<file path="config.mk">
export PLATFORM = sky130hd
export DESIGN_NAME = serial_adder_ctrl
export DESIGN_NICKNAME = d
export VERILOG_FILES = /design/src/rtl/serial_adder_pkg.sv /design/src/rtl/fa_mux_cell.sv /design/src/rtl/serial_adder_ctrl.sv
export SDC_FILE = /design/constraint.sdc
export NUM_CORES = 1
export LEC_CHECK = 0
export CELL_PAD_IN_SITES_DETAIL_PLACEMENT = 1
export CELL_PAD_IN_SITES_GLOBAL_PLACEMENT = 1
export CORE_AREA = 8 8 70 72
export CTS_BUF_LIST = sky130_fd_sc_hd__clkbuf_4 sky130_fd_sc_hd__clkbuf_8
export DETAILED_ROUTE_END_ITERATION = 6
export DIE_AREA = 0 0 78 80
export PLACE_DENSITY_LB_ADDON = 0.1
export SLEW_MARGIN = 5
export SYNTH_ARGS = -nofsm -noshare
export SYNTH_HDL_FRONTEND = slang
export SYNTH_SLANG_ARGS = --single-unit
</file>
<file path="constraint.sdc">
create_clock -name clk -period 2.05 [get_ports clk]
set_input_delay 0.5125 -clock clk [delete_from_list [all_inputs] [get_ports clk]]
set_output_delay 0.5125 -clock clk [all_outputs]
set_load 0.02 [all_outputs]
</file>
<file path="src/rtl/serial_adder_pkg.sv">
// Shared types and reset values for the bit-serial adder sequencer.
// The state encoding is shared so that bench-side decoding matches the RTL.
package serial_adder_pkg;

  typedef enum logic [1:0] {
    IDLE = 2'd0,
    RUN  = 2'd1,
    DONE = 2'd2
  } state_t;

  localparam state_t RST_STATE = IDLE;
  localparam logic   RST_BIT   = 1'b0;

endpackage : serial_adder_pkg

</file>
<file path="src/rtl/fa_mux_cell.sv">
// One-bit full adder built from two 4:1 muxes selected by {a,b}.
// The data inputs of each mux are functions of cin only.
module fa_mux_cell (
  input  logic a,
  input  logic b,
  input  logic cin,
  output logic s,
  output logic co
);

  logic [1:0] sel;
  logic [3:0] sum_data;
  logic [3:0] carry_data;

  assign sel        = {a, b};
  // Index 0 is {a,b}=00, index 3 is {a,b}=11.
  assign sum_data   = {cin, ~cin, ~cin, cin};
  assign carry_data = {1'b1, cin, cin, 1'b0};

  assign s  = sum_data[sel];
  assign co = carry_data[sel];

endmodule : fa_mux_cell

</file>
<file path="src/rtl/serial_adder_ctrl.sv">
// Bit-serial adder: one shared full-adder cell, one bit per clock, LSB first.
// start/done handshake; results hold until the next accepted start.
module serial_adder_ctrl
  import serial_adder_pkg::*;
#(
  parameter int WIDTH = 8
) (
  input  logic             clk,
  input  logic             rst_n,
  input  logic             start,
  input  logic [WIDTH-1:0] a,
  input  logic [WIDTH-1:0] b,
  input  logic             cin,
  output logic             busy,
  output logic             done,
  output logic [WIDTH-1:0] sum,
  output logic             cout,
  output logic             ovf
);

  localparam int CW = $clog2(WIDTH);
  localparam logic [CW-1:0] LAST = CW'(WIDTH - 1);

  state_t           state_reg;
  state_t           state_next;
  logic [WIDTH-1:0] a_sh;
  logic [WIDTH-1:0] b_sh;
  logic [WIDTH-1:0] sum_sh;
  logic             carry;
  logic [CW-1:0]    cnt;
  logic             cout_reg;
  logic             ovf_reg;
  logic             load;
  logic             fa_s;
  logic             fa_co;

  fa_mux_cell u_fa (
    .a   (a_sh[0]),
    .b   (b_sh[0]),
    .cin (carry),
    .s   (fa_s),
    .co  (fa_co)
  );

  always_comb begin
    state_next = state_reg;
    load       = 1'b0;
    case (state_reg)
      IDLE: begin
        if (start) begin
          load       = 1'b1;
          state_next = RUN;
        end
      end
      RUN: begin
        if (cnt == LAST) state_next = DONE;
      end
      DONE: begin
        if (start) begin
          load       = 1'b1;
          state_next = RUN;
        end else begin
          state_next = IDLE;
        end
      end
      default: state_next = IDLE;
    endcase
  end

  always_ff @(posedge clk) begin
    if (!rst_n) begin
      state_reg <= RST_STATE;
      a_sh      <= '0;
      b_sh      <= '0;
      sum_sh    <= '0;
      carry     <= RST_BIT;
      cnt       <= '0;
      cout_reg  <= RST_BIT;
      ovf_reg   <= RST_BIT;
    end else begin
      state_reg <= state_next;
      if (load) begin
        a_sh   <= a;
        b_sh   <= b;
        carry  <= cin;
        cnt    <= '0;
        sum_sh <= '0;
      end else if (state_reg == RUN) begin
        sum_sh <= {fa_s, sum_sh[WIDTH-1:1]};
        a_sh   <= {1'b0, a_sh[WIDTH-1:1]};
        b_sh   <= {1'b0, b_sh[WIDTH-1:1]};
        carry  <= fa_co;
        // On the MSB, carry still holds the carry into the MSB.
        if (cnt == LAST) begin
          cout_reg <= fa_co;
          ovf_reg  <= carry ^ fa_co;
        end else begin
          cnt <= cnt + 1'b1;
        end
      end
    end
  end

  assign busy = (state_reg == RUN);
  assign done = (state_reg == DONE);
  assign sum  = sum_sh;
  assign cout = cout_reg;
  assign ovf  = ovf_reg;

endmodule : serial_adder_ctrl

</file>
==> results_dict.tcl <==
set metrics [dict create \
    status "completed" \
    hpwl_mm 2.56 \
    drtAntennaViolNets 0 \
    diodes 0 \
    grt.busiest_layer "met2" \
    grt_antenna_before_repair 0 \
    hold_end "sum[6]" \
    syn_area_um2 1350 \
    timing.final.crit_period_ps 1870 \
    grt_use_met2_pct 21.1 \
    synthesis.nets 184 \
    slew_headroom_pct 64.3 \
    tns_ps 0 \
    routedWlPerCell_um 14.3 \
    dieArea_um2 6240 \
    num_rows 23 \
    synth-seq-area-share_pct 47.5 \
    fmax_ghz 0.536 \
    skew_ps 2.71 \
    place_ws_ps 286 \
    met3_usage_pct 3.83 \
    worst_slack_ps 185 \
    placed_cell_area_um2 1710 \
    drc 0 \
    path_cells "nor2b_1 > clkdlybuf4s50_1" \
    cap_violations 0 \
    crit_required_ps 1540 \
    hp-start "sum[7]" \
    synthCells 160 \
    critPathKind "reg2out" \
    synth_cell_type_count 29 \
    holdWs_ps 471 \
    drt_iter0_markers 55 \
    p_leak_nw 0.676 \
    cp_slowest_stage_delay_ps 610 \
    firstDrtPassIters 4 \
    clkLatencyLatePin_ps 280 \
    async_reset_ff_share_pct 0 \
    gr-total-overflow 0 \
    wl_mm 3.49 \
    post-route-util_pct 46.8 \
    cts.reportedPaths.clkPinSlew_ps 70 \
    grt_pass1_vias 1304 \
    netlist_top_cells_count "nand2_1 (33), dfxtp_1 (32), a21oi_1 (13)" \
    ys_ff_latch 32 \
    ys_top_cells_by_area "dfxtp_1 (47%), nand2_1 (9.2%), a21oi_1 (4.8%)" \
    cts_hold_buf 0 \
    cts_sinks 32 \
    avgViaCountPerCell 5.07 \
    grt_pass1_wl_mm 6.04 \
    cts_buffer_depth 2 \
    vias 1231 \
    clock-root-buffer "clkbuf_8" \
    timing.final.max_slew_violations 0 \
    hold_depth 2 \
    synth_edf_count 0 \
    final.fill_count 473 \
    cts_buffers 5 \
    grt_max_degree 29 \
    reg2reg_depth 5 \
    io_buffers 31 \
    start_util_pct 35.0 \
    synth_area_leader_cell "dfxtp_1" \
    cts_tree "done" \
    r2r_start "cnt[0]" \
    multi_input_area_um2 621 \
    final_nets 216 \
    synth.most_common_cell "nand2_1" \
    syn_avg_cell_area_um2 8.44 \
    cts_max_level 2 \
    powerDensity_nw_per_um2 759 \
    syn2layout_area_growth_pct 33.6 \
    track_usage_pct 12.1 \
    worst_slew_pin_slew_ps 534 \
    reg2reg_setup_slack_ps 380 \
    yosysTopAreaCellShare_pct 47.5 \
    drive_gt1_share_pct 7.77 \
    fp.dieH_um 80 \
    vdd_ir_drop_max_mv 0.312 \
    ys.flop_type "dfxtp_1" \
    total_power_mw 1.37 \
    start_kind "register" \
    rsz0062_at_grt "false" \
    r2r-end "cnt[0]" \
    final_cells 243 \
    use_met1_pct 12.8 \
    fin_crit_sh_pct 91.0 \
    placedCellCount 235 \
    crit_arrival_ps 1350 \
    critPathMaxFanout 3 \
    setup_viol 0 \
    die_w_um 78 \
    crit_path_end_kind "output port" \
    yosys_warnings 0 \
    gp_congestion 0.699 \
    regArea_um2 641 \
    coreArea_um2 3860 \
    holdCritPathClass "reg2reg" \
    pin_count 32 \
    hold_violations 0 \
    design_area_um2 1800 \
    crit_slowest_cell "clkdlybuf4s50_1" \
]
[worst max path at each step]
stage	cells past startpoint	startpoint	endpoint	slack (ps)
floorplan	5	cnt[0]	cnt[0]	610
global placement	3	rst_n	sum[7]	330
detailed placement	3	rst_n	sum[7]	290
CTS	3	state_reg[0]	busy	30
global route	2	state_reg[1]	done	110
finish	2	state_reg[1]	done	180
[timing repair]
item | in CTS | in global routing
buffers inserted | 0 | 0
gates resized for setup | 0 | 1
endpoints found under the setup margin | 0 | 1
[layout by cell type (no fill, tap or decap), types with 2 or more instances in the layout]
master           count
clkdlybuf4s50_1     30
inv_1                3
dfxtp_1             32
nor2_1               8
a21oi_1             13
o21ai_0              9
a22oi_1              3
and3_1               2
a21boi_0             5
xnor2_1              2
nand3_1              5
o221ai_1             6
ha_1                 4
nor3_1               6
nand2_1             33
nand2b_1             2
nor2b_1              2
clkinv_2             2
clkbuf_8             6
buf_4                5
a31oi_1              5
[area by class of cell]
class                   count  share of cell area (%)
clock buffers               6                    4.58
clock inverters             2                   0.555
inverters                   4                   0.971
multi-input cells         112                    34.4
flip-flops and latches     32                    35.5
well taps                  50                    3.47
repair buffers             37                    20.5
[kinds of logic after synthesis]
| family | Yosys count | synth area share, % |
|---|---|---|
| AOI/OAI and AO/OA | 45 | 21.2 |
| xor gates and xnor gates | 2 | 1.30 |
| buffers and inverters | 16 | 6.58 |
| DFF | 32 | 47.5 |
| adders and majority gates | 4 | 3.71 |
| and+or+nand+nor | 61 | 19.7 |
[power breakdown]
group / internal (mW) / leakage [nW] / total (mW) / switching [mW]
Sequential: 0.657 / 0.262 / 0.678 / 0.0214
Combinational: 0.0946 / 0.363 / 0.200 / 0.105
Clock: 0.267 / 0.0510 / 0.491 / 0.223
[layer usage]
layer	wire length (um)	up-vias
li1	-	616
met1	1480	581
met4	60	0
met5	0	-
met3	193	7
met2	1750	27
[critical path, delay by kind of cell (launching register included)]
| family | cells | cell delay [ps] |
|---|---|---|
| buffers and inverters | 1 | 610 |
| DFF | 1 | 340 |
| and+or+nand+nor | 1 | 130 |
(Power assumes the default switching activity.)
